`src/rtl/mips_pkg.sv`:
```
// Shared definitions for the 32-bit MIPS datapath: fetch FSM encoding,
// reset PC default, jump opcodes and a word-alignment helper.
package mips_pkg;

  typedef enum logic [1:0] {
    IF_IDLE    = 2'd0,
    IF_REQ     = 2'd1,
    IF_PRESENT = 2'd2
  } if_state_t;

  localparam logic [31:0] RESET_PC_DEF = 32'h0000_0000;

  localparam logic [5:0] OP_J   = 6'b000010;
  localparam logic [5:0] OP_JAL = 6'b000011;

  // Instruction fetch only ever targets whole words.
  function automatic logic [31:0] word_align(input logic [31:0] addr);
    return {addr[31:2], 2'b00};
  endfunction

endpackage

```
`src/rtl/ifetch_nextpc.sv`:
```
// Combinational next-PC selector: jr > j/jal > taken branch > sequential.
// Also reports whether a non-sequential source was chosen.
module ifetch_nextpc
  import mips_pkg::*;
(
  input  logic        jrn,
  input  logic        jmp,
  input  logic        jal,
  input  logic        branch,
  input  logic        nbranch,
  input  logic        zero,
  input  logic [31:0] add_result,
  input  logic [31:0] read_data_1,
  input  logic [31:0] opcplus4,
  input  logic [25:0] instr_index,
  output logic [31:0] next_pc,
  output logic        redirect
);

  logic        br_taken;
  logic [31:0] raw_pc;

  // Branch and nBranch together simply OR their conditions.
  assign br_taken = (branch & zero) | (nbranch & ~zero);

  // NOTE: every output of a combinational block gets a default first so no
  // path through the if-chain can leave it unassigned and infer a latch.
  always_comb begin
    raw_pc   = opcplus4;
    redirect = 1'b0;
    if (jrn) begin
      raw_pc   = read_data_1;
      redirect = 1'b1;
    end else if (jmp || jal) begin
      raw_pc   = {opcplus4[31:28], instr_index, 2'b00};
      redirect = 1'b1;
    end else if (br_taken) begin
      raw_pc   = add_result;
      redirect = 1'b1;
    end
  end

  assign next_pc = word_align(raw_pc);

endmodule

```
`src/rtl/ifetch32_unit.sv`:
```
// Instruction fetch stage: PC, req/ack fetch FSM with timeout, next-PC resolve.
// Optional performance counters are enabled with `define IFETCH_PERF_CNT_EN.
module ifetch32_unit
  import mips_pkg::*;
#(
  parameter logic [31:0] RESET_PC    = RESET_PC_DEF,
  parameter int          ADDR_W      = 14,
  parameter int unsigned TIMEOUT_CYC = 255
) (
  input  logic              clk,
  input  logic              rst,
  output logic              imem_req,
  output logic [ADDR_W-1:0] imem_addr,
  input  logic              imem_ack,
  input  logic [31:0]       imem_rdata,
  input  logic              hold,
  input  logic              Branch,
  input  logic              nBranch,
  input  logic              Zero,
  input  logic              Jmp,
  input  logic              Jal,
  input  logic              Jrn,
  input  logic [31:0]       Add_result,
  input  logic [31:0]       Read_data_1,
  output logic [31:0]       Instruction,
  output logic              instr_valid,
  output logic [31:0]       opcplus4,
  output logic [31:0]       PC,
  output logic              fetch_err
`ifdef IFETCH_PERF_CNT_EN
  ,
  output logic [31:0]       perf_instr,
  output logic [31:0]       perf_redirect
`endif
);

  localparam logic [31:0] TIMEOUT_LIM = 32'(TIMEOUT_CYC);

  if_state_t   state_q, state_d;
  logic [31:0] to_cnt;
  logic [31:0] next_pc;
  logic        redirect;
  logic        accept;
  logic        advance;

  assign accept  = (state_q == IF_REQ) && imem_ack;
  assign advance = (state_q == IF_PRESENT) && !hold;

  ifetch_nextpc u_nextpc (
    .jrn         (Jrn),
    .jmp         (Jmp),
    .jal         (Jal),
    .branch      (Branch),
    .nbranch     (nBranch),
    .zero        (Zero),
    .add_result  (Add_result),
    .read_data_1 (Read_data_1),
    .opcplus4    (opcplus4),
    .instr_index (Instruction[25:0]),
    .next_pc     (next_pc),
    .redirect    (redirect)
  );

  // NOTE: sequential state uses non-blocking assignments so every register
  // samples pre-edge values regardless of statement order.
  always_ff @(posedge clk) begin
    if (!rst) state_q <= IF_IDLE;
    else      state_q <= state_d;
  end

  always_comb begin
    state_d = state_q;
    unique case (state_q)
      IF_IDLE:    state_d = IF_REQ;
      IF_REQ:     if (imem_ack) state_d = IF_PRESENT;
      IF_PRESENT: if (!hold) state_d = IF_REQ;
      default:    state_d = IF_IDLE;
    endcase
  end

  always_comb begin
    imem_req    = (state_q == IF_REQ);
    instr_valid = (state_q == IF_PRESENT);
  end

  assign imem_addr = PC[ADDR_W+1:2];

  always_ff @(posedge clk) begin
    if (!rst) begin
      PC          <= RESET_PC;
      Instruction <= '0;
      opcplus4    <= RESET_PC + 32'd4;
    end else if (accept) begin
      Instruction <= imem_rdata;
      opcplus4    <= PC + 32'd4;
    end else if (advance) begin
      PC          <= next_pc;
    end
  end

  // Wait counter restarts per fetch and saturates; the error flag is sticky.
  always_ff @(posedge clk) begin
    if (!rst) begin
      to_cnt    <= '0;
      fetch_err <= 1'b0;
    end else if (accept) begin
      to_cnt <= '0;
    end else if (state_q == IF_REQ) begin
      if (to_cnt != '1) to_cnt <= to_cnt + 32'd1;
      if ((TIMEOUT_LIM != '0) && (to_cnt + 32'd1 == TIMEOUT_LIM)) fetch_err <= 1'b1;
    end
  end

`ifdef IFETCH_PERF_CNT_EN
  always_ff @(posedge clk) begin
    if (!rst) begin
      perf_instr    <= '0;
      perf_redirect <= '0;
    end else if (advance) begin
      perf_instr <= perf_instr + 32'd1;
      if (redirect) perf_redirect <= perf_redirect + 32'd1;
    end
  end
`endif

endmodule

```
`config.mk`:
```
export PLATFORM = sky130hd
export DESIGN_NAME = ifetch32_unit
export DESIGN_NICKNAME = d
export VERILOG_FILES = /design/src/rtl/mips_pkg.sv /design/src/rtl/ifetch_nextpc.sv /design/src/rtl/ifetch32_unit.sv
export SDC_FILE = /design/constraint.sdc
export NUM_CORES = 1
export LEC_CHECK = 0
export ABC_CLOCK_PERIOD_IN_PS = 2350
export BUFFER_PORTS_ARGS = -buffer_cell sky130_fd_sc_hd__buf_4
export CAP_MARGIN = 5
export CORE_MARGIN = 4
export CORE_UTILIZATION = 50
export DETAILED_ROUTE_END_ITERATION = 10
export PLACE_DENSITY = 0.78
export REMOVE_ABC_BUFFERS = 1
export SLEW_MARGIN = 25
export SYNTH_ARGS = -nofsm -noshare
export SYNTH_HDL_FRONTEND = slang
export SYNTH_SLANG_ARGS = --single-unit
```
`constraint.sdc`:
```
create_clock -name clk -period 2.35 [get_ports clk]
set_input_delay 0.1175 -clock clk [delete_from_list [all_inputs] [get_ports clk]]
set_output_delay 0.1175 -clock clk [all_outputs]
set_load 0.03 [all_outputs]
```
* Yosys cells after proc, flatten, opt, wreduce, memory -nomap -nowiden
Index checks and enable logic that the tools add are counted.
** Storage, ports and cells
- Output and inout port bits :: 113
- Word-level logic and storage cells :: 36
- Bits of input ports :: 106
- Flip-flop bits (word level) :: 129
** Operators by class
- Reduce and logical (&&, ||, !) cells :: 10
- Add/sub/neg operators :: 2
- Bitwise operators :: 6
- Eq/ne operators :: 6
- Mux-type cells :: 6
** Operators with widths (number)
- $mux 32 :: 3
- $add 32x1->32 const B :: 1
- $add 32x3->32 const B :: 1
- $eq 32x8->1 const B :: 1
- $ne 32x32->1 const B :: 1
- $pmux 2 s3 :: 1
- $reduce_and 2->1 :: 3
- $mux 2 :: 2
- $not 1->1 :: 3
- $reduce_and 3->1 :: 1
- $and 1x1->1 :: 2
- $eq 2x1->1 const B :: 1
- $eq 2x2->1 const B :: 1
- $logic_and 1x1->1 :: 2
- $logic_not 2->1 :: 1
- $ne 2x1->1 const B :: 1
- $ne 2x2->1 const B :: 1
- $reduce_or 2->1 :: 1
- $logic_not 1->1 :: 1
- $logic_or 1x1->1 :: 1
- $or 1x1->1 :: 1

* Longest topological paths before layout
Gate-level depths: netlist (run 1).
- Depth in word-level cells :: 6
- Gate-level depth with buffers :: 10
- Depth with buffers taken out :: 7

* Modules after synthesis
From an unflattened synthesis (run 1), not the netlist that was laid out.
** Unflattened totals
- Cells, all modules :: 939
- Area, all modules :: 7298.2 um2
** Modules (own cells, without submodules)
- ifetch32_unit :: times used 1, cells each 785, sequential area each 2622.5 um2, area an instance 6223.5 um2
- ifetch_nextpc :: times used 1, cells each 154, sequential area each 0.0 um2, area an instance 1074.8 um2

* Least setup slack after synthesis (run 1)
No wires, ideal clock.
- Path kind :: flip-flop to flip-flop
- Start :: register PC[2]
- End :: register opcplus4[14]
- Arrival time :: 1.964 ns
- Slack :: 0.295 ns
- Path buffers :: 1
- Required time :: 2.259 ns
- Cell stages (with the launch flop) :: 7
- Library setup time :: 0.091 ns
- Period minus slack after synthesis :: 2.055 ns
- Cell sequence :: dfxtp_1 ha_1 inv_1 or3_1 buf_2 or3_1 a311oi_1
** Between the ends
- Longest elaborated chain between the ends :: 1
** Ends and longest elaborated chain
- start: declaration :: RTL line ifetch32_unit.sv:28 : output logic [31:0] PC,
- start signal: assignment :: RTL line ifetch32_unit.sv:97 : PC <= next_pc;
- $add 32x3->32 :: RTL line ifetch32_unit.sv:95 : opcplus4 <= PC + 32'd4;
- end signal: assignment :: RTL line ifetch32_unit.sv:92 : opcplus4 <= RESET_PC + 32'd4;
- end signal: assignment :: RTL line ifetch32_unit.sv:95
- end: declaration :: RTL line ifetch32_unit.sv:27 : output logic [31:0] opcplus4,
No other way between the ends.
A chain may end at the register's enable or synchronous reset.

* Final worst setup path (run 1)
- Start :: register PC[3]
- End :: register opcplus4[30]
Same word-level chain as after synthesis.

==> results of run 1 <==
[worst min-delay path, stage by stage]
cell and delay (ns):
buf_4 0.11, nor2_1 0.04, nor2_1 0.07, nor2_1 0.04
[cell families (layout without fill, tap and decap cells)]
| logic type | count (synthesis) | after routing | synth area share |
|---|---|---|---|
| AOI/OAI and AO/OA | 188 | 188 | 0.1708 |
| xor gates and xnor gates | 60 | 60 | 0.07320 |
| adders and majority gates | 4 | 4 | 0.006971 |
| buffers and inverters | 104 | 321 | 0.08226 |
| DFF | 127 | 127 | 0.3541 |
| muxes | 35 | 35 | 0.04880 |
| other | 1 | 4 | 0.0005223 |
| and+or+nand+nor | 363 | 363 | 0.2633 |
[flip-flops by register name, summed over array words and instances (netlist names)]
name and flops:
fetch_err 1, state_q 2, Instruction 32, PC 30, opcplus4 30, to_cnt 32
[synthesized netlist by cell type, types with 8 or more instances]
library cell / n / share of area
a211oi_1: 68 / 0.071
a21oi_1: 72 / 0.050
and3_1: 10 / 0.0087
and4_1: 10 / 0.012
buf_2: 11 / 0.0077
buf_4: 24 / 0.025
clkbuf_1: 42 / 0.022
dfxtp_1: 127 / 0.35
inv_1: 13 / 0.0068
mux2i_1: 35 / 0.049
nand2_1: 98 / 0.051
nand3_1: 29 / 0.020
nand4_1: 15 / 0.013
nor2_1: 122 / 0.064
nor3_1: 20 / 0.014
nor4_1: 8 / 0.0070
o21ai_0: 18 / 0.013
xnor2_1: 39 / 0.048
xor2_1: 21 / 0.026
[cell usage in the layout, fill, tap and decap left out, drive strengths merged, types with 10 or more instances in the layout]
master       netlist  routed
and4              13      13
inv               13      13
and3              10      10
dfxtp            127     127
clkbuf            47      23
nor4              15      15
nand3             31      31
nor2             124     124
a211oi            70      70
nand2             99      99
a21oi             72      72
o21ai             18      18
dlygate4sd3        0      33
nand4             21      21
xor2              21      21
buf               44     245
nor3              24      24
mux2i             35      35
xnor2             39      39
[power groups by stage]
stage / registers [mW] / logic, mW / clock network [mW]
after detailed placement: 2.36 / 0.895 / 0
after global placement: 2.35 / 0.882 / 0
final: 2.31 / 0.945 / 2.39
after CTS: 2.31 / 0.943 / 2.42
after global routing: 2.32 / 1.01 / 2.53
after floorplan: 2.50 / 0.324 / 0
[final cells by class]
class	count	area [sq um]
inverters	13	48.80
flip-flops and latches	127	2542
well taps	180	225.2
fillers	1164	4333
clock inverters	7	63.81
multi-input cells	654	4088
clock buffers	23	467.9
repair buffers	278	2220
[what timing repair did]
| item | 4_1_cts | 5_1_grt |
|---|---|---|
| hold buffers | 33 | 0 |
| setup buffers | 0 | 2 |
| endpoints found under the hold margin | 33 | 0 |
| endpoints found under the setup margin | 0 | 1 |
[metal layers]
metal | up-vias | global-route usage | part of all wire
met1 | 3361 | 0.3391 | 0.43
met2 | 237 | 0.4529 | 0.48
met5 | - | 0 | 0
met3 | 37 | 0.05792 | 0.063
li1 | 3527 | - | -
met4 | 0 | 0.08989 | 0.021
[final timing paths]
path / endpoint / slack (ns) / depth (start not counted)
max: opcplus4[30]$_SDFFE_PN0P_ / 0.17 / 6
min: state_q[0]$_SDFFE_PN0P_ / 0.02 / 4
max reg2reg: opcplus4[30]$_SDFFE_PN0P_ / 0.17 / 6
min reg2reg: Instruction[27]$_SDFFE_PN0P_ / 0.45 / 2
[through the flow]
step / std cells / utilization / hold slack, ns / power (mW)
2_1_floorplan: 794 / - / 0.2064 / 2.824
3_3_place_gp: 1217 / 0.6275 / 0.3645 / 3.236
3_5_place_dp: 1217 / 0.6275 / 0.3738 / 3.251
4_1_cts: 1280 / 0.6892 / 0.007443 / 5.678
5_1_grt: 1282 / 0.6903 / 0.02749 / 5.869
6_report: 1282 / 0.6903 / 0.01979 / 5.647
==> results_tabular.tex, run 1 <==
\begin{tabular}{lr}
\hline
Metric & Value \\
\hline
\multicolumn{2}{l}{\textbf{Place}} \\
\quad HPWL reported at the end of detailed placement & 15.57 mm \\
\quad Final weighted congestion of routability-driven global placement & 0.8778 \\
\quad Place WS & 0.1712 ns \\
\quad Placed cell areas & 0.008778 sq mm \\
\quad Count of port buffers added during placement & 210 \\
\multicolumn{2}{l}{\textbf{Logic synthesis}} \\
\quad Dominant register cell in the synthesized netlist & dfxtp\_1 \\
\quad Distinct cell type count of the synthesized netlist & 67 \\
\quad Post-Synthesis Cell Area & 0.007179 sq mm \\
\quad EDFF count, synth & 0 \\
\quad Seq/Total Area, Yosys & 0.3541 \\
\quad Warning count from the yosys run & 0 \\
\quad Register bit total from synthesis & 127 \\
\quad Async set-or-reset flop fraction in the synthesized netlist & 0 \\
\quad Number of cells produced by synthesis & 882 \\
\quad Mean cell area of the mapped netlist & 8.140 sq um \\
\multicolumn{2}{l}{\textbf{Timing}} \\
\quad Ratio of final minimum period to clock period & 0.9273 \\
\quad Min Tclk post-route & 2.179 ns \\
\quad Worst Max-Slew Pin Slew & 0.9289 ns \\
\quad Number of endpoints with negative hold slack in the final report & 0 \\
\quad Count of pins over their slew limit & 0 \\
\quad Largest clock skew in the final design & 0.005752 ns \\
\quad Worst slew margin relative to its limit & 0.3808 \\
\quad Final setup violation count & 0 \\
\quad F\_max & 458.9 MHz \\
\quad Final critical-path setup slack & 0.1708 ns \\
\quad Total negative slack & 0 ns \\
\multicolumn{2}{l}{\textbf{Pwr}} \\
\quad Switching part of the total power & 0.2686 \\
\quad Comb power frac & 0.167 \\
\quad Part of the power in registers & 0.409 \\
\quad Reported net switching power & 1.517 mW \\
\quad Peak supply drop & 0.4455 mV \\
\quad Clock Power Share & 0.423 \\
\quad Internal power of the cells & 4.130 mW \\
\quad Total leakage power & 3.828 nW \\
\quad Power density over cell area & 584.8 mW/mm\^{}2 \\
\multicolumn{2}{l}{\textbf{Floorplanning}} \\
\quad Die area & 0.01634 sq mm \\
\quad Floorplan die height & 127.8 microns \\
\quad Top-Level Pins & 219 \\
\quad Die extent in x & 127.8 microns \\
\quad Starting Density & 0.5132 \\
\quad Core area & 0.01399 sq mm \\
\quad Number of core rows & 43 \\
\multicolumn{2}{l}{\textbf{Global route}} \\
\quad Largest net degree at the start of global routing & 85 \\
\quad Global route overflow & 0 \\
\quad Via count of the first global-routing pass & 6,689 \\
\quad Number of antenna violations at the first check in global routing & 0 \\
\quad First-pass GRT wire length & 35.20 mm \\
\quad Total routing usage reported by global routing & 0.2677 \\
\multicolumn{2}{l}{\textbf{Routing}} \\
\quad Routed vias & 7,162 \\
\quad Iter 0 DRT Violations & 687 \\
\quad Detail Route Antenna Nets & 0 \\
\quad DR DRC count & 0 \\
\quad Detailed Routing Iterations Pass 1 & 5 \\
\quad Total Wirelength & 22.19 mm \\
\quad Vias per inst & 5.587 \\
\quad Average wire per standard cell & 17.31 microns \\
\multicolumn{2}{l}{\textbf{CTS}} \\
\quad Max clock buf depth & 2 \\
\quad Count of clock tree sinks & 127 \\
\quad Clock insertion delay at the later pin of the skew report & 0.41 ns \\
\quad Clock tree from TritonCTS & built \\
\quad Post-CTS Resized & 0 \\
\quad H-tree depth & 4 \\
\quad CTS clk-pin slew, worst paths & 0.05 ns \\
\quad Clk Tree Root Cell & clkbuf\_16 \\
\quad Num CTS Buffers & 17 \\
\multicolumn{2}{l}{\textbf{Setup path}} \\
\quad Type of the setup path with the least slack & reg2reg \\
\quad Cell with the biggest individual delay on the critical path & dfxtp\_1 \\
\quad Critical Path, Cell by Cell & ha\_1 > inv\_1 > nor4\_1 > nand4\_1 > or3\_1 > a311oi\_1 \\
\quad Type of destination of the critical path & register \\
\quad Startpoint Class & register \\
\quad Gate family responsible for the most delay along the worst path & simple AND/OR/NAND/NOR gates \\
\quad Critical Path AT & 2.50 ns \\
\quad Maximum fanout count along the critical path & 6 \\
\quad Reg-to-Reg Start & PC[3]\$\_SDFFE\_PN0P\_ \\
\quad Worst setup path start & PC[3]\$\_SDFFE\_PN0P\_ \\
\quad WP data required & 2.67 ns \\
\quad Buf/Inv on CP & 1 \\
\quad Critical path's largest stage delay & 0.43 ns \\
\multicolumn{2}{l}{\textbf{Min path}} \\
\quad Type of the worst min-delay path & in2reg \\
\quad Startpoint of the tightest hold check path & imem\_ack \\
\multicolumn{2}{l}{\textbf{Layout}} \\
\quad Final antenna diode count & 0 \\
\quad Post-route cell area & 0.009656 sq mm \\
\quad Layout net count & 1,201 \\
\quad Share of layout cells above drive strength 1 & 0.2849 \\
\quad Synthesis-to-layout area growth & 34.49\% \\
\multicolumn{2}{l}{\textbf{Outcome}} \\
\quad Status & complete, no violations \\
\multicolumn{2}{l}{\textbf{Run}} \\
\quad Max-cap viol count & 0 \\
\hline
\end{tabular}
No activity file was read; power rests on OpenSTA's default activity.
==> run 2, diff against run 1 <==
--- a/config.mk
+++ b/config.mk
@@ -12,6 +12,7 @@
 export CORE_UTILIZATION = 50
 export DETAILED_ROUTE_END_ITERATION = 10
 export PLACE_DENSITY = 0.78
+export RECOVER_POWER = 50
 export REMOVE_ABC_BUFFERS = 1
 export SLEW_MARGIN = 25
 export SYNTH_ARGS = -nofsm -noshare
==> run 2 against run 1 <==
Net effect:
- register-to-register slack is essentially flat
- critical path depth is the same
- maximum frequency shrank 0.21%
- non-clock buffer count is the same
- critical path type unchanged
- critical endpoint unchanged
==> results_tabular.tex, run 2 (synthesized netlist as in run 1, its figures left out) <==
\begin{tabular}{lr}
\hline
Metric & Value \\
\hline
\multicolumn{2}{l}{\textbf{Outcome}} \\
\quad Status & complete, no violations \\
\multicolumn{2}{l}{\textbf{Pwr}} \\
\quad Total leakage power & 3.360 nW (-12\%) \\
\quad Peak supply drop & 0.4475 mV (+0.46\%) \\
\quad Power density over cell area & 604.6 mW/mm\^{}2 (+3.4\%) \\
\multicolumn{2}{l}{\textbf{CTS}} \\
\quad Post-CTS Resized & 0 (unchanged) \\
\quad H-tree depth & 4 (unchanged) \\
\quad Num CTS Buffers & 17 (unchanged) \\
\quad Clock tree from TritonCTS & built \\
\quad Max clock buf depth & 2 (unchanged) \\
\quad Clock insertion delay at the later pin of the skew report & 0.42 ns (about the same) \\
\quad Clk Tree Root Cell & clkbuf\_16 \\
\quad CTS clk-pin slew, worst paths & 0.05 ns (about the same) \\
\quad Count of clock tree sinks & 127 (unchanged) \\
\multicolumn{2}{l}{\textbf{Timing}} \\
\quad Number of endpoints with negative hold slack in the final report & 0 (unchanged) \\
\quad F\_max & 457.9 MHz (-0.21\%) \\
\quad RSZ-0062 raised after global routing & false \\
\quad Count of pins over their slew limit & 0 (unchanged) \\
\quad Hold Slack & 0.02526 ns (+0.005472 ns) \\
\quad Final setup violation count & 0 (unchanged) \\
\quad Worst Max-Slew Pin Slew & 0.9407 ns (+0.01180 ns) \\
\quad Largest clock skew in the final design & 0.006043 ns (+0.0002908 ns) \\
\quad Min Tclk post-route & 2.184 ns (+0.004532 ns) \\
\quad Worst slew margin relative to its limit & 0.3729 (-0.007866) \\
\quad Ratio of final minimum period to clock period & 0.9292 (+0.001929) \\
\multicolumn{2}{l}{\textbf{Floorplanning}} \\
\quad Core area & 0.01399 sq mm (unchanged) \\
\quad Number of core rows & 43 (unchanged) \\
\quad Die extent in x & 127.8 microns (unchanged) \\
\quad Floorplan die height & 127.8 microns (unchanged) \\
\quad Die area & 0.01634 sq mm (unchanged) \\
\quad Starting Density & 0.5132 (unchanged) \\
\quad Top-Level Pins & 219 (unchanged) \\
\multicolumn{2}{l}{\textbf{Place}} \\
\quad Cell count after placement & 1,217 (unchanged) \\
\quad Final weighted congestion of routability-driven global placement & 0.8778 (unchanged) \\
\quad Placed cell areas & 0.008778 sq mm (unchanged) \\
\quad Count of port buffers added during placement & 210 (unchanged) \\
\quad HPWL reported at the end of detailed placement & 15.57 mm (unchanged) \\
\multicolumn{2}{l}{\textbf{Setup path}} \\
\quad Type of destination of the critical path & register \\
\quad Type of the setup path with the least slack & reg2reg \\
\quad WP data required & 2.67 ns (about the same) \\
\quad Gate family responsible for the most delay along the worst path & simple AND/OR/NAND/NOR gates \\
\quad Critical Path AT & 2.51 ns (about the same) \\
\quad Critical path's largest stage delay & 0.43 ns (about the same) \\
\quad Critical Path, Cell by Cell & ha\_1 > inv\_1 > nor4\_1 > nand4\_1 > or3\_1 > a311oi\_1 \\
\quad Buf/Inv on CP & 1 (unchanged) \\
\quad Cell with the biggest individual delay on the critical path & dfxtp\_1 \\
\quad Maximum fanout count along the critical path & 6 (unchanged) \\
\quad Startpoint Class & register \\
\multicolumn{2}{l}{\textbf{Routing}} \\
\quad Average wire per standard cell & 17.40 microns (+0.54\%) \\
\quad Routed vias & 7,188 (+0.36\%) \\
\quad Detail Route Antenna Nets & 0 (unchanged) \\
\quad Iter 0 DRT Violations & 620 (-9.8\%) \\
\quad Detailed Routing Iterations Pass 1 & 5 (unchanged) \\
\quad DR DRC count & 0 (unchanged) \\
\quad Vias per inst & 5.607 (+0.36\%) \\
\quad Total Wirelength & 22.31 mm (+0.54\%) \\
\multicolumn{2}{l}{\textbf{Layout}} \\
\quad Share of layout cells above drive strength 1 & 0.1842 (-0.1007) \\
\quad Commonest cells after routing, fill and taps aside & buf\_4, dfxtp\_1, nor2\_1 \\
\quad Register cell area after layout & 0.002542 sq mm (unchanged) \\
\quad Synthesis-to-layout area growth & 28.44\% \\
\quad Commonest non-fill, non-tap cell in the layout & buf\_4 \\
\quad Final Instance Count excl. Fillers & 1,282 (unchanged) \\
\quad Layout net count & 1,201 (unchanged) \\
\quad Number of fillers in the final layout & 1,287 (+11\%) \\
\quad Post-route cell area & 0.009221 sq mm (-4.5\%) \\
\quad Footprint of the multi-input gates & 0.004083 sq mm (-0.12\%) \\
\quad Final antenna diode count & 0 (unchanged) \\
\quad Leading registers by flop count & Instruction (32), to\_cnt (32) \\
\multicolumn{2}{l}{\textbf{Global route}} \\
\quad Global route overflow & 0 (unchanged) \\
\quad Via count of the first global-routing pass & 6,689 (unchanged) \\
\quad Largest net degree at the start of global routing & 85 (unchanged) \\
\quad Number of antenna violations at the first check in global routing & 0 (unchanged) \\
\quad First-pass GRT wire length & 35.20 mm (unchanged) \\
\quad Total routing usage reported by global routing & 0.2677 (unchanged) \\
\multicolumn{2}{l}{\textbf{Min path}} \\
\quad Type of the worst min-delay path & in2reg \\
\multicolumn{2}{l}{\textbf{Run}} \\
\quad Max-cap viol count & 0 (unchanged) \\
\hline
\end{tabular}
==> run 2: changes by cell type in the layout (fill, tap and decap cells not counted), sizes merged <==
| cell | delta |
|---|---|
| buf | -112 |
| clkbuf | +112 |
==> run 2: final timing paths <==
check	end	slack [ns]	startpoint	depth (start not counted)
setup / recovery	opcplus4[30]$_SDFFE_PN0P_	0.17	PC[3]$_SDFFE_PN0P_	6
hold / removal	state_q[0]$_SDFFE_PN0P_	0.03	imem_ack	4
setup reg to reg	opcplus4[30]$_SDFFE_PN0P_	0.17	PC[3]$_SDFFE_PN0P_	6
hold reg to reg	Instruction[26]$_SDFFE_PN0P_	0.45	Instruction[26]$_SDFFE_PN0P_	2
==> run 2: what timing repair did <==
action | CTS | global route
hold buffers | 33 | 0
endpoints found under the hold margin | 33 | 0
setup endpoints to repair | 0 | 1
setup buffers | 0 | 2
==> run 2: worst min-delay path, delay by kind of cell <==
| family | cells | cell delay [ns] |
|---|---|---|
| AND/OR/NAND/NOR | 3 | 0.17 |
| buffers and inverters | 1 | 0.11 |
==> run 2: routing by layer <==
metal  part of all wire  GRT usage
met5                  0          0
met4              0.020    0.08989
met1               0.44     0.3391
met2               0.48     0.4529
met3              0.062    0.05792
==> run 2: area by class of cell <==
cell class | instances | share of cell area
Clock buffer | 23 | 0.05075
Clock inverter | 7 | 0.006920
Inverter | 13 | 0.005292
Multi-Input combinational cell | 654 | 0.4427
Sequential cell | 127 | 0.2757
Tap cell | 180 | 0.02442
Timing Repair Buffer | 278 | 0.1942
==> run 2: power by group <==
| group | internal [mW] | total (mW) | switching, mW |
|---|---|---|---|
| Sequential | 2.24 | 2.31 | 0.0744 |
| Clock | 1.49 | 2.39 | 0.902 |
| Combinational | 0.336 | 0.876 | 0.540 |
| Total | 4.06 | 5.58 | 1.52 |
==> run 2: stage by stage <==
stage                       util  TNS [ns]  setup slack, ns  power, mW
after floorplan                -    -68.52           -1.137      2.824
after global placement    0.6275         0           0.2161      3.236
after detailed placement  0.6275         0           0.1712      3.251
after CTS                 0.6892         0           0.1031      5.678
after global routing      0.6592         0         0.004378      5.798
final                     0.6592         0           0.1663      5.576
==> run 3, diff against run 2 <==
--- a/config.mk
+++ b/config.mk
@@ -10,10 +10,12 @@
 export CAP_MARGIN = 5
 export CORE_MARGIN = 4
 export CORE_UTILIZATION = 50
+export CTS_BUF_LIST = sky130_fd_sc_hd__clkbuf_16
 export DETAILED_ROUTE_END_ITERATION = 10
 export PLACE_DENSITY = 0.78
 export RECOVER_POWER = 50
 export REMOVE_ABC_BUFFERS = 1
+export SETUP_SLACK_MARGIN = 0.02
 export SLEW_MARGIN = 25
 export SYNTH_ARGS = -nofsm -noshare
 export SYNTH_HDL_FRONTEND = slang
==> run 3 against run 2 <==
Net effect:
- the run now ends with capacitance limit, slew limit left
- combinational power about the same
- sequential share of layout area about the same
- maximum frequency is 0.82% higher
- clock skew decreased by 0.00075 ns
- die area is the same
- highest routed layer unchanged
- power shrank 1.3%
- sequential power about the same
- utilization about the same
- wire length about the same
- sequential cell count stayed put
- global-route usage hardly changed
==> results_tabular.tex, run 3 (synthesized netlist as in run 1, its figures left out) <==
\begin{tabular}{lr}
\hline
Metric & Value \\
\hline
\multicolumn{2}{l}{\textbf{Outcome}} \\
\quad Status & finished, violations left \\
\quad Violated checks & capacitance limit, slew limit \\
\multicolumn{2}{l}{\textbf{Routing}} \\
\quad Top layer in use & met4 \\
\quad Detail Route met2 WL & 10.85 mm (+0.71\%) \\
\quad Vias per inst & 5.582 (-0.45\%) \\
\quad Average wire per standard cell & 17.42 microns (about the same) \\
\quad Met1 Wirelength & 9.572 mm (-1.5\%) \\
\quad Total met3 wirelength after detailed routing & 1.495 mm (+8.6\%) \\
\quad Iter 0 DRT Violations & 682 (+10\%) \\
\quad Total Wirelength & 22.33 mm (about the same) \\
\quad Detailed Routing Iterations Pass 1 & 6 (+1) \\
\quad DR DRC count & 0 (unchanged) \\
\quad Routed vias & 7,156 (-0.45\%) \\
\quad Detail Route Antenna Nets & 0 (unchanged) \\
\multicolumn{2}{l}{\textbf{Layout}} \\
\quad Commonest cells after routing, fill and taps aside & buf\_4, dfxtp\_1, nor2\_1 \\
\quad Number of fillers in the final layout & 1,293 (+0.47\%) \\
\quad Final antenna diode count & 0 (unchanged) \\
\quad Synthesis-to-layout area growth & 28.51\% (about the same) \\
\quad Commonest non-fill, non-tap cell in the layout & buf\_4 \\
\quad Final Instance Count excl. Fillers & 1,282 (unchanged) \\
\quad Share of layout cells above drive strength 1 & 0.1833 (-0.0009074) \\
\quad Footprint of the multi-input gates & 0.004094 sq mm (+0.28\%) \\
\quad Layout net count & 1,201 (unchanged) \\
\quad Leading registers by flop count & Instruction (32), to\_cnt (32) \\
\quad Register cell area after layout & 0.002542 sq mm (unchanged) \\
\multicolumn{2}{l}{\textbf{Pwr}} \\
\quad Peak supply drop & 0.4407 mV (-1.5\%) \\
\quad Comb power frac & 0.160 (+0.003) \\
\quad Overall Power & 5.501 mW (-1.3\%) \\
\quad Power density over cell area & 596.2 mW/mm\^{}2 (-1.4\%) \\
\quad Internal power of the cells & 3.978 mW (-2.0\%) \\
\quad Total leakage power & 3.371 nW (+0.31\%) \\
\quad Reported net switching power & 1.523 mW (+0.44\%) \\
\quad Part of the power in registers & 0.420 (+0.006) \\
\quad Clock Power Share & 0.420 (-0.009) \\
\quad Switching part of the total power & 0.2768 (+0.004911) \\
\multicolumn{2}{l}{\textbf{CTS}} \\
\quad Num CTS Buffers & 17 (unchanged) \\
\quad CTS clk-pin slew, worst paths & 0.06 ns (about the same) \\
\quad Clk Tree Root Cell & clkbuf\_16 \\
\quad H-tree depth & 4 (unchanged) \\
\quad Clock tree from TritonCTS & built \\
\quad Max clock buf depth & 2 (unchanged) \\
\quad Count of clock tree sinks & 127 (unchanged) \\
\quad Clock insertion delay at the later pin of the skew report & 0.42 ns (about the same) \\
\multicolumn{2}{l}{\textbf{Timing}} \\
\quad Count of pins over their slew limit & 85 (+85) \\
\quad Worst slew margin relative to its limit & -0.2204 (-0.5933) \\
\quad Hold Slack & 0.01365 ns (-0.01161 ns) \\
\quad Ratio of final minimum period to clock period & 0.9217 (-0.007585) \\
\quad Largest clock skew in the final design & 0.005291 ns (-0.0007519 ns) \\
\quad Final setup violation count & 0 (unchanged) \\
\quad RSZ-0062 raised after global routing & false \\
\quad Min Tclk post-route & 2.166 ns (-0.01782 ns) \\
\quad Worst Max-Slew Pin Slew & 1.831 ns (+0.8899 ns) \\
\quad Final critical-path setup slack & 0.1841 ns (+0.01782 ns) \\
\quad F\_max & 461.7 MHz (+0.82\%) \\
\quad Number of endpoints with negative hold slack in the final report & 0 (unchanged) \\
\multicolumn{2}{l}{\textbf{Place}} \\
\quad Final weighted congestion of routability-driven global placement & 0.8778 (unchanged) \\
\quad Place WS & 0.1712 ns (unchanged) \\
\quad HPWL reported at the end of detailed placement & 15.57 mm (unchanged) \\
\quad Cell count after placement & 1,217 (unchanged) \\
\quad Count of port buffers added during placement & 210 (unchanged) \\
\multicolumn{2}{l}{\textbf{Min path}} \\
\quad Type of the worst min-delay path & in2reg \\
\multicolumn{2}{l}{\textbf{Floorplanning}} \\
\quad Starting Density & 0.5132 (unchanged) \\
\quad Die area & 0.01634 sq mm (unchanged) \\
\quad Die extent in x & 127.8 microns (unchanged) \\
\quad Floorplan die height & 127.8 microns (unchanged) \\
\quad Number of core rows & 43 (unchanged) \\
\quad Core area & 0.01399 sq mm (unchanged) \\
\quad Top-Level Pins & 219 (unchanged) \\
\multicolumn{2}{l}{\textbf{Setup path}} \\
\quad Critical Path AT & 2.44 ns (-0.07 ns) \\
\quad WP data required & 2.63 ns (-0.04 ns) \\
\quad Startpoint Class & primary input \\
\quad Type of destination of the critical path & register \\
\quad Maximum fanout count along the critical path & 84 (+78) \\
\quad Type of the setup path with the least slack & in2reg \\
\multicolumn{2}{l}{\textbf{Run}} \\
\quad Max-cap viol count & 1 (+1) \\
\multicolumn{2}{l}{\textbf{Global route}} \\
\quad First-pass GRT wire length & 35.23 mm (about the same) \\
\quad Number of antenna violations at the first check in global routing & 0 (unchanged) \\
\quad Total routing usage reported by global routing & 0.2679 (about the same) \\
\quad Largest net degree at the start of global routing & 85 (unchanged) \\
\quad Via count of the first global-routing pass & 6,686 (-0.045\%) \\
\quad Global route overflow & 0 (unchanged) \\
\hline
\end{tabular}
==> run 3: what timing repair did <==
item	CTS	global route
buffers inserted	0	2
endpoints found under the setup margin	0	2
hold buffers	33	0
endpoints found under the hold margin	33	0
gates resized for setup	0	2
==> run 3: final cells by class <==
| type | count | share of cell area |
|---|---|---|
| Clock inverter | 13 | 0.009357 |
| Inverter | 13 | 0.005289 |
| Timing Repair Buffer | 278 | 0.1956 |
| Sequential cell | 127 | 0.2756 |
| Multi-Input combinational cell | 654 | 0.4437 |
| Tap cell | 180 | 0.02441 |
| Clock buffer | 17 | 0.04611 |
==> run 3: metal layers <==
layer,up-vias,GRT usage
li1,3522,-
met4,0,0.08989
met1,3350,0.3396
met5,-,0
met2,252,0.4529
met3,32,0.05792
==> run 3: final timing paths <==
path,start,to,slack [ns],cells past startpoint
worst max-delay path,rst,PC[16]$_SDFFE_PN0P_,0.18,4
worst min-delay path,imem_ack,state_q[0]$_SDFFE_PN0P_,0.01,4
worst max register to register,PC[3]$_SDFFE_PN0P_,opcplus4[18]$_SDFFE_PN0P_,0.20,5
worst min register to register,Instruction[26]$_SDFFE_PN0P_,Instruction[26]$_SDFFE_PN0P_,0.45,2
==> run 3: critical path, cell delays in order <==
cell	delay, ns
clkbuf_1	0.61
inv_2	0.06
clkbuf_2	0.93
a211oi_1	0.64
==> run 3: power by group through the flow <==
stage / clock [mW] / combinational (mW) / sequential [mW]
6_report: 2.31 / 0.878 / 2.31
5_1_grt: 2.45 / 0.947 / 2.32
4_1_cts: 2.34 / 0.943 / 2.31
3_5_place_dp: 0 / 0.895 / 2.36
3_3_place_gp: 0 / 0.882 / 2.35
2_1_floorplan: 0 / 0.324 / 2.50
==> run 3: metrics by stage <==
step / TNS, ns / area (sq um) / util
global placement: 0 / 8778 / 0.6275
detailed placement: 0 / 8778 / 0.6275
finish: 0 / 9226 / 0.6596
floorplan: -68.52 / 6649 / -
CTS: 0 / 9620 / 0.6877
global route: 0 / 9226 / 0.6596
